==> src/rtl/load_unit_if.sv <==
// Bundle of the core request, data-memory read and response channels used by
// load_unit. The slave modport is the load unit's own view; the master
// modport is the surrounding core plus data memory.
interface load_unit_if;
   // core -> unit request channel
   logic        req_valid;
   logic        req_ready;
   logic [31:0] req_addr;
   logic [2:0]  req_funct3;
   logic [4:0]  req_rd;

   // unit <-> data memory read channel
   logic        mem_rd_en;
   logic [31:0] mem_addr;
   logic        mem_rvalid;
   logic [31:0] mem_rdata;

   // unit -> core response channel
   logic        rsp_valid;
   logic        rsp_ready;
   logic [31:0] rsp_data;
   logic [4:0]  rsp_rd;
   logic        rsp_err;

   // status
   logic        busy;

   modport slave (
      input  req_valid,
      input  req_addr,
      input  req_funct3,
      input  req_rd,
      output req_ready,
      output mem_rd_en,
      output mem_addr,
      input  mem_rvalid,
      input  mem_rdata,
      output rsp_valid,
      input  rsp_ready,
      output rsp_data,
      output rsp_rd,
      output rsp_err,
      output busy
   );

   modport master (
      output req_valid,
      output req_addr,
      output req_funct3,
      output req_rd,
      input  req_ready,
      input  mem_rd_en,
      input  mem_addr,
      output mem_rvalid,
      output mem_rdata,
      input  rsp_valid,
      output rsp_ready,
      input  rsp_data,
      input  rsp_rd,
      input  rsp_err,
      input  busy
   );
endinterface

==> src/rtl/load_unit.sv <==
// Load unit: takes one load request at a time, issues a single word-aligned
// read to data memory, waits for the read data under a timeout, then selects
// and sign/zero-extends the addressed byte or half and returns it over a
// valid/ready response channel. Misaligned and illegal requests are answered
// with an error without touching memory; a memory that never answers is
// answered with an error after TIMEOUT wait cycles.
module load_unit #(
   parameter int TIMEOUT = 255   // wait cycles before abort, 1..1023
) (
   input  logic   clk,
   input  logic   rst_n,
   load_unit_if.slave bus
);

   typedef enum logic [1:0] {
      IDLE  = 2'd0,
      ISSUE = 2'd1,
      WAIT  = 2'd2,
      RESP  = 2'd3
   } state_t;

   localparam logic [2:0] F3_LB  = 3'b000;
   localparam logic [2:0] F3_LH  = 3'b001;
   localparam logic [2:0] F3_LW  = 3'b010;
   localparam logic [2:0] F3_LBU = 3'b100;
   localparam logic [2:0] F3_LHU = 3'b101;

   // Counter value on the last permitted wait cycle; reaching it without
   // read data aborts the access.
   localparam logic [9:0] CNT_LAST = 10'(TIMEOUT - 1);

   state_t      state_reg;
   state_t      state_next;

   // Request fields latched at accept; only the byte offset is needed after
   // the read address has been formed.
   logic [1:0]  off_reg;
   logic [2:0]  funct3_reg;

   logic [9:0]  cnt_reg;
   logic [31:0] mem_addr_reg;
   logic [31:0] rsp_data_reg;
   logic [4:0]  rsp_rd_reg;
   logic        rsp_err_reg;

   // Request-side decode
   logic        req_fire;
   logic        req_illegal;
   logic        req_misaligned;
   logic        req_bad;

   // Memory-side decode
   logic        wait_hit;
   logic        wait_expire;

   // Lane selection / extension
   logic [7:0]  byte_lane [4];
   logic [7:0]  byte_sel;
   logic [15:0] half_sel;
   logic [31:0] load_ext;

   // State-decoded outputs
   logic        req_ready_dec;
   logic        mem_rd_en_dec;
   logic        rsp_valid_dec;
   logic        busy_dec;

   // ------------------------------------------------------------------
   // Byte lanes of the returned word, lane gi = bits [8*gi+7 : 8*gi]
   // ------------------------------------------------------------------
   generate
      for (genvar gi = 0; gi < 4; gi++) begin : g_lane
         assign byte_lane[gi] = bus.mem_rdata[8*gi +: 8];
      end
   endgenerate

   // Classify the incoming request as illegal or misaligned.
   always_comb begin
      req_fire       = (state_reg == IDLE) && bus.req_valid;
      req_illegal    = 1'b0;
      req_misaligned = 1'b0;
      unique case (bus.req_funct3)
         F3_LB, F3_LBU: req_misaligned = 1'b0;
         F3_LH, F3_LHU: req_misaligned = bus.req_addr[0];
         F3_LW:         req_misaligned = (bus.req_addr[1:0] != 2'b00);
         default:       req_illegal    = 1'b1;
      endcase
      req_bad = req_illegal || req_misaligned;
   end

   // Read data is only meaningful in WAIT; data has priority over expiry.
   always_comb begin
      wait_hit    = (state_reg == WAIT) && bus.mem_rvalid;
      wait_expire = (state_reg == WAIT) && !bus.mem_rvalid && (cnt_reg == CNT_LAST);
   end

   // Select the addressed lane of the read word and extend it to 32 bits.
   always_comb begin
      byte_sel = byte_lane[off_reg];
      half_sel = off_reg[1] ? bus.mem_rdata[31:16] : bus.mem_rdata[15:0];
      load_ext = 32'h0000_0000;
      unique case (funct3_reg)
         F3_LB:   load_ext = {{24{byte_sel[7]}}, byte_sel};
         F3_LH:   load_ext = {{16{half_sel[15]}}, half_sel};
         F3_LW:   load_ext = bus.mem_rdata;
         F3_LBU:  load_ext = {24'h00_0000, byte_sel};
         F3_LHU:  load_ext = {16'h0000, half_sel};
         default: load_ext = 32'h0000_0000;
      endcase
   end

   // ------------------------------------------------------------------
   // FSM
   // ------------------------------------------------------------------

   // State register.
   always_ff @(posedge clk or negedge rst_n) begin
      if (!rst_n) begin
         state_reg <= IDLE;
      end else begin
         state_reg <= state_next;
      end
   end

   // Next-state logic.
   always_comb begin
      state_next = state_reg;
      unique case (state_reg)
         IDLE: begin
            if (bus.req_valid) begin
               state_next = req_bad ? RESP : ISSUE;
            end
         end
         ISSUE: begin
            state_next = WAIT;
         end
         WAIT: begin
            if (wait_hit || wait_expire) begin
               state_next = RESP;
            end
         end
         RESP: begin
            if (bus.rsp_ready) begin
               state_next = IDLE;
            end
         end
         default: begin
            state_next = IDLE;
         end
      endcase
   end

   // Handshake and strobe outputs decoded from the current state only.
   always_comb begin
      req_ready_dec = 1'b0;
      mem_rd_en_dec = 1'b0;
      rsp_valid_dec = 1'b0;
      busy_dec      = 1'b1;
      unique case (state_reg)
         IDLE: begin
            req_ready_dec = 1'b1;
            busy_dec      = 1'b0;
         end
         ISSUE: begin
            mem_rd_en_dec = 1'b1;
         end
         WAIT: begin
            busy_dec      = 1'b1;
         end
         RESP: begin
            rsp_valid_dec = 1'b1;
         end
         default: begin
            busy_dec      = 1'b1;
         end
      endcase
   end

   // ------------------------------------------------------------------
   // Datapath registers
   // ------------------------------------------------------------------

   // Latch request fields on accept; the read address only changes when a
   // real memory access is about to be issued.
   always_ff @(posedge clk or negedge rst_n) begin
      if (!rst_n) begin
         off_reg      <= 2'b00;
         funct3_reg   <= 3'b000;
         mem_addr_reg <= 32'h0000_0000;
         rsp_rd_reg   <= 5'd0;
      end else if (req_fire) begin
         off_reg    <= bus.req_addr[1:0];
         funct3_reg <= bus.req_funct3;
         rsp_rd_reg <= bus.req_rd;
         if (!req_bad) begin
            mem_addr_reg <= {bus.req_addr[31:2], 2'b00};
         end
      end
   end

   // Wait-cycle counter: cleared while the read is issued, counts empty WAIT cycles.
   always_ff @(posedge clk or negedge rst_n) begin
      if (!rst_n) begin
         cnt_reg <= 10'd0;
      end else if (state_reg == ISSUE) begin
         cnt_reg <= 10'd0;
      end else if ((state_reg == WAIT) && !bus.mem_rvalid && (cnt_reg != CNT_LAST)) begin
         cnt_reg <= cnt_reg + 10'd1;
      end
   end

   // Response payload: written when entering RESP, then held until the next one.
   always_ff @(posedge clk or negedge rst_n) begin
      if (!rst_n) begin
         rsp_data_reg <= 32'h0000_0000;
         rsp_err_reg  <= 1'b0;
      end else if (req_fire && req_bad) begin
         rsp_data_reg <= 32'h0000_0000;
         rsp_err_reg  <= 1'b1;
      end else if (wait_hit) begin
         rsp_data_reg <= load_ext;
         rsp_err_reg  <= 1'b0;
      end else if (wait_expire) begin
         rsp_data_reg <= 32'h0000_0000;
         rsp_err_reg  <= 1'b1;
      end
   end

   // ------------------------------------------------------------------
   // Output drive
   // ------------------------------------------------------------------
   assign bus.req_ready = req_ready_dec;
   assign bus.mem_rd_en = mem_rd_en_dec;
   assign bus.mem_addr  = mem_addr_reg;
   assign bus.rsp_valid = rsp_valid_dec;
   assign bus.rsp_data  = rsp_data_reg;
   assign bus.rsp_rd    = rsp_rd_reg;
   assign bus.rsp_err   = rsp_err_reg;
   assign bus.busy      = busy_dec;

endmodule

==> src/flat_wrapper.sv <==
// flat-port wrapper written by rule: the top's interface ports become plain ports
module load_unit_flat 
#(
   parameter int TIMEOUT = 255                                       
)
  (clk, rst_n, bus_req_valid, bus_req_addr, bus_req_funct3, bus_req_rd, bus_req_ready, bus_mem_rd_en, bus_mem_addr, bus_mem_rvalid, bus_mem_rdata, bus_rsp_valid, bus_rsp_ready, bus_rsp_data, bus_rsp_rd, bus_rsp_err, bus_busy);
  load_unit_if bus_i ();
  input  logic clk;
  input  logic rst_n;
  input wire logic [$bits(bus_i.req_valid)-1:0] bus_req_valid;
  input wire logic [$bits(bus_i.req_addr)-1:0] bus_req_addr;
  input wire logic [$bits(bus_i.req_funct3)-1:0] bus_req_funct3;
  input wire logic [$bits(bus_i.req_rd)-1:0] bus_req_rd;
  output wire logic [$bits(bus_i.req_ready)-1:0] bus_req_ready;
  output wire logic [$bits(bus_i.mem_rd_en)-1:0] bus_mem_rd_en;
  output wire logic [$bits(bus_i.mem_addr)-1:0] bus_mem_addr;
  input wire logic [$bits(bus_i.mem_rvalid)-1:0] bus_mem_rvalid;
  input wire logic [$bits(bus_i.mem_rdata)-1:0] bus_mem_rdata;
  output wire logic [$bits(bus_i.rsp_valid)-1:0] bus_rsp_valid;
  input wire logic [$bits(bus_i.rsp_ready)-1:0] bus_rsp_ready;
  output wire logic [$bits(bus_i.rsp_data)-1:0] bus_rsp_data;
  output wire logic [$bits(bus_i.rsp_rd)-1:0] bus_rsp_rd;
  output wire logic [$bits(bus_i.rsp_err)-1:0] bus_rsp_err;
  output wire logic [$bits(bus_i.busy)-1:0] bus_busy;
  assign bus_i.req_valid = bus_req_valid;
  assign bus_i.req_addr = bus_req_addr;
  assign bus_i.req_funct3 = bus_req_funct3;
  assign bus_i.req_rd = bus_req_rd;
  assign bus_req_ready = bus_i.req_ready;
  assign bus_mem_rd_en = bus_i.mem_rd_en;
  assign bus_mem_addr = bus_i.mem_addr;
  assign bus_i.mem_rvalid = bus_mem_rvalid;
  assign bus_i.mem_rdata = bus_mem_rdata;
  assign bus_rsp_valid = bus_i.rsp_valid;
  assign bus_i.rsp_ready = bus_rsp_ready;
  assign bus_rsp_data = bus_i.rsp_data;
  assign bus_rsp_rd = bus_i.rsp_rd;
  assign bus_rsp_err = bus_i.rsp_err;
  assign bus_busy = bus_i.busy;
  load_unit #(.TIMEOUT(TIMEOUT)) u_core (.clk(clk), .rst_n(rst_n), .bus(bus_i));
endmodule
==> config.mk <==
export PLATFORM = sky130hd
export DESIGN_NAME = load_unit_flat
export DESIGN_NICKNAME = d
export VERILOG_FILES = /design/src/rtl/load_unit_if.sv /design/src/rtl/load_unit.sv /design/src/flat_wrapper.sv
export SDC_FILE = /design/constraint.sdc
export NUM_CORES = 1
export LEC_CHECK = 0
export BUFFER_PORTS_ARGS = -buffer_cell sky130_fd_sc_hd__clkbuf_2
export CORE_MARGIN = 5
export CORE_UTILIZATION = 45
export CTS_CLUSTER_SIZE = 28
export DETAILED_ROUTE_END_ITERATION = 10
export PLACE_DENSITY = 0.76
export SLEW_MARGIN = 20
export SYNTH_ARGS = -nofsm -noshare
export SYNTH_HDL_FRONTEND = slang
export SYNTH_SLANG_ARGS = --single-unit
export TNS_END_PERCENT = 10
==> constraint.sdc <==
create_clock -name clk -period 1.9 [get_ports clk]
set_input_delay 0.19 -clock clk [delete_from_list [all_inputs] [get_ports clk]]
set_output_delay 0.19 -clock clk [all_outputs]
set_load 0.1 [all_outputs]
==> After elaboration in Yosys (flattened, before gate mapping) <==
Index checks and enable logic that the tools add are counted.
{ "op_classes": {"n_addsub": 1, "multipliers": 0, "div": 0, "n_lt_le_gt_ge": 1, "n_eq_ne": 16, "n_shift": 0, "n_mux": 24, "bitwise": 2, "n_reduce_logical": 19} }
{ "op_table": {"columns": ["operator", "count"], "rows": [
  ["one-hot mux 32 bit (5 select lines)", 1],
  ["two-way mux 32 bit", 3],
  ["two-way mux 10 bit", 2],
  ["binary-select mux 8 bit (select 2 bit)", 1],
  ["two-way mux 16 bit", 1],
  ["two-way mux 8 bit", 2],
  ["equality test 3 bit (second input constant)", 4],
  ["adder 10 x 1 -> 10 bit (second input constant)", 1],
  ["equality test 10 x 8 -> 1 bit (second input constant)", 1],
  ["inequality test 10 x 8 -> 1 bit (second input constant)", 1],
  ["two-way mux 1 bit", 8],
  ["two-way mux 2 bit", 4],
  ["one-hot mux 2 bit (4 select lines)", 1],
  ["equality test 3 x 1 -> 1 bit (second input constant)", 2],
  ["equality test 3 x 2 -> 1 bit (second input constant)", 2],
  ["logical AND 1 bit", 6],
  ["zero test 3 bit", 2],
  ["inequality test 2 bit (second input constant)", 3],
  ["OR reduction 5 bit", 1],
  ["equality test 2 bit (second input constant)", 2],
  ["nonzero test 2 bit", 2],
  ["greater-or-equal comparator 3 bit (second input constant)", 1],
  ["inverter 2 -> 3 bit", 1],
  ["AND reduction 3 bit", 1],
  ["9 further kinds", 10]
]} }
{ "word_totals": {"reg_bits": 85, "latch_bits": 0, "mem_bits_rw": 0, "rom_bits": 0, "in_bits": 77, "out_inout_bits": 74, "n_memories": 0} }

==> Depth between registers and ports, before layout <==
{ "logic_depth": {"depth_word": 7, "mapped_depth": 7, "depth_no_buf": 6} }

==> Least setup slack after synthesis <==
No wires, ideal clock.
{ "synth_timing": {"path_kind": "register to register", "start": "register u_core.state_reg[0]", "end": "register u_core.state_reg[1]", "arrival_ns": 2.641, "path_slack_ns": -0.867, "path_stages_with_launch": 6, "period_less_slack_ns": 2.767, "path_cell_list": "dfrtp_1 -> inv_1 -> ha_1 -> inv_1 -> o221a_2 -> mux2i_1"} }
{ "synth_between": {"elab_chain_len": 6} }
{ "synth_lines": {"columns": ["item", "line", "source"], "rows": [
  ["start, declared", "load_unit.sv:32", "state_t state_reg;"],
  ["start signal, assigned", "load_unit.sv:121", "state_reg <= state_next;"],
  ["equality test 2 bit", "load_unit.sv:93, load_unit.sv:94, load_unit.sv:128", null],
  ["logical AND 1 bit (2 in series)", "load_unit.sv:94", "wait_expire = (state_reg == WAIT) && !bus.mem_rvalid && (cnt_reg == CNT_LAST);"],
  ["logical OR 1 bit", "load_unit.sv:138", "if (wait_hit || wait_expire) begin"],
  ["inequality test 2 bit (no line)", null, null],
  ["AND reduction 3 bit (no line)", null, null]
]} }
Parallel ways exist; a longest one is shown, timed or not.
A chain may end at the register's enable or synchronous reset.

==> Final worst setup path <==
{ "layout_timing": {"start": "register u_core.cnt_reg[0]", "end": "register u_core.state_reg[0]"} }
{ "layout_between": {"elab_chain_len": 5} }
{ "layout_lines": {"columns": ["item", "line", "source"], "rows": [
  ["start, declared", "load_unit.sv:40", "logic [9:0] cnt_reg;"],
  ["start signal, assigned", "load_unit.sv:208", "cnt_reg <= cnt_reg + 10'd1;"],
  ["equality test 10 x 8 -> 1 bit", "load_unit.sv:94", null],
  ["logical AND 1 bit", "load_unit.sv:94", null],
  ["logical OR 1 bit", "load_unit.sv:138", null],
  ["inequality test 2 bit (no line)", null, null],
  ["AND reduction 3 bit (no line)", null, null]
]} }
Every way passes these cells.

==> summary.txt <==
Synth
  • Number of synthesized flops with an enable pin: 0
  • Number of library cell types mapped by synthesis: 51
  • Syn Inst Count: 366
  • Sequential cell area fraction in the yosys report: 49.69%
  • Most used flip-flop cell after synthesis: dfrtp_1
  • Post-Syn Area per Cell: 11.69 µm²
  • Area share of the largest cell type after synthesis: 49.69%
  • Ranking of synthesized cells by area: dfrtp_1 50%, mux2_2 10%, a22o_1 5.1%, nand2_1 3.8%, mux2i_1 3.7%
  • Asr flop ratio synth: 100.0%
  • Synthesized area: 0.004280 mm²
  • Top-count cell post-synth: dfrtp_1
  • Synth warn: 0
  • Post-synth top cells: 85 x dfrtp_1, 43 x nand2_1, 39 x mux2_2
  • Seq cells post-synth: 85
  • Area leader, netlist: dfrtp_1

Worst setup path
  • Worst Path Required: 2.17 ns
  • Crit path arrival time: 2.21 ns
  • Critical Path Fanout Max: 3
  • Startpoint Class: register
  • Kind of critical path: register to register
  • Worst setup EP type: register

STA
  • Slew Limit Fails: 0
  • Slew of the pin with the lowest slew margin: 0.5545 ns
  • Max frequency: 0.5160 GHz
  • Clock skew: 0.01822 ns
  • RSZ-0062 raised after global routing: yes
  • Final period util: 102.0%
  • Setup violations, final: 2
  • Min Hold Slack: 0.05590 ns
  • Slew headroom: 63.19%
  • Post-layout min period: 1.938 ns
  • Final number of hold-violating endpoints: 0
  • Final Worst Setup Slack: -0.03797 ns

CTS
  • Clock Path Buffers: 2
  • CTS Buf Count: 9
  • CTS tree: yes
  • Htree depth: 3
  • CTS root buf: clkbuf_8
  • Worst-path clk slew: 0.10 ns
  • Clock Sinks: 85
  • Worst-skew pair later-pin latency: 0.36 ns

Die
  • Std cell rows: 35
  • Core area: 0.009240 mm²
  • Die Height: 107.5 µm
  • Initial Utilization: 46.32%
  • Die Area: 0.01156 mm²
  • Die Wd: 107.5 µm
  • IO Pins: 151

Flow run
  • Max Cap Viol: 0

Final layout
  • Fillers: 773
  • P&R area growth vs syn: 30.55%
  • Share of layout cells above drive strength 1: 48.05%
  • Antenna Cells: 0
  • Largest register FFs: 32
  • Seq. cell area: 0.002127 mm²
  • Footprint of the multi-input gates: 0.002039 mm²
  • Nets: 618

Routing
  • DRC Markers: 0
  • Initial drt markers: 125
  • DR vias: 3549
  • Pre-antenna DRT Iters: 4
  • WL/cell: 16.86 µm
  • Routed WL: 11260 µm
  • Routed Antenna Nets: 0
  • DR vias/cell: 5.313

Global routing
  • GRT Max-Usage Layer: met2
  • M1 GR Usage: 24.30%
  • Met3 GRT Util: 5.999%
  • Antenna violations before repair: 0
  • Vias in the first global route: 3613
  • GRT met2 Usage: 33.75%
  • Tot GR Track Use: 19.74%
  • Global-route wire length before repair: 18060 µm
  • Pin count of the biggest net entering global routing: 42
  • Gr ovfl total: 0

Placement
  • Buffers added on ports: 148
  • Placer Congestion: 0.8721
  • Dpl hpwl: 8906 µm
  • Worst slack at placement: -0.1512 ns

Outcome
  • Failing checks: negative setup slack
  • Status: complete, but fails checks

Hold path
  • Hold WC Path Type: primary input to register
-- metrics by stage --
stage | instance area [µm²] | utilization [%] | cells | setup TNS [ns]
3_5_place_dp | 5338 | 57.77 | 650 | -2.756
4_1_cts | 5567 | 60.24 | 667 | -0.02240
5_1_grt | 5588 | 60.47 | 668 | -1.887
3_3_place_gp | 5338 | 57.77 | 650 | -0.9169
6_report | 5588 | 60.47 | 668 | -0.04052
2_1_floorplan | 4309 | - | 367 | -2.174
-- area by class of cell --
cell class	instances	area share, %
Sequential cell	85	38.07
Multi-Input combinational cell	249	36.50
Timing Repair Buffer	181	18.56
Tap cell	129	2.888
Clock buffer	9	2.217
Clock inverter	7	1.164
Inverter	8	0.6046
-- routing by layer --
layer / vias to the layer above / wire [µm]
met2: 138 / 5671
met3: 22 / 809
met1: 1704 / 4575
li1: 1685 / -
met4: 0 / 205
met5: - / 0
-- critical path, cell delays in order (launching register included) --
cell	delay, ns
dfrtp_1	0.40
inv_2	0.08
ha_4	0.12
or3b_4	0.40
buf_6	0.13
o311ai_4	0.26
o221a_4	0.25
mux2i_1	0.21
-- path summary, 6_finish.rpt --
path                            cells after the start  slack, ns                    from                      end
worst max-delay path                                7      -0.04       u_core.cnt_reg[0]      u_core.state_reg[0]
worst min-delay path                                2       0.06        bus_req_addr[26]  u_core.bus.mem_addr[26]
worst max register to register                      7      -0.04       u_core.cnt_reg[0]      u_core.state_reg[0]
worst min register to register                      1       0.50  u_core.bus.rsp_data[2]   u_core.bus.rsp_data[2]
max in group asynchronous                           3       1.03                   rst_n  u_core.bus.mem_addr[11]
min in group asynchronous                           2       0.25                   rst_n   u_core.bus.rsp_data[9]
-- what timing repair did --
| action | 4_1_cts | 5_1_grt |
|---|---|---|
| endpoints found under the setup margin | 33 | 36 |
| hold buffers | 1 | 0 |
| hold endpoints to repair | 21 | 0 |
| buffers inserted | 0 | 1 |
| pin swaps | 2 | 23 |
| resized for setup | 7 | 3 |
-- kinds of logic after synthesis --
group / count (synthesis) / share of synthesized area [%]
AO/OA/AOI/OAI: 94 / 17.74
XOR/XNOR: 5 / 1.023
adder cells (fa/ha/maj): 7 / 2.046
buffers and inverters: 33 / 4.355
flip-flops: 85 / 49.69
multiplexers: 57 / 14.53
other: 1 / 0.08761
AND/OR/NAND/NOR: 84 / 10.52
-- placed cells by master (no fill, tap or decap), types with 8 or more instances in the layout --
| cell | Yosys | layout |
|---|---|---|
| a21oi_1 | 11 | 11 |
| a22o_1 | 25 | 25 |
| buf_4 | 3 | 30 |
| clkbuf_2 | 0 | 146 |
| clkbuf_8 | 0 | 9 |
| dfrtp_1 | 85 | 85 |
| mux2_2 | 39 | 39 |
| mux2i_1 | 16 | 16 |
| nand2_1 | 43 | 43 |
| o211ai_1 | 17 | 17 |
| o21ai_0 | 9 | 9 |
| o221ai_1 | 8 | 8 |
Power is left out: the tool's default activity adds up to more than one toggle a clock period on the data nets, which glitch-free logic cannot reach.
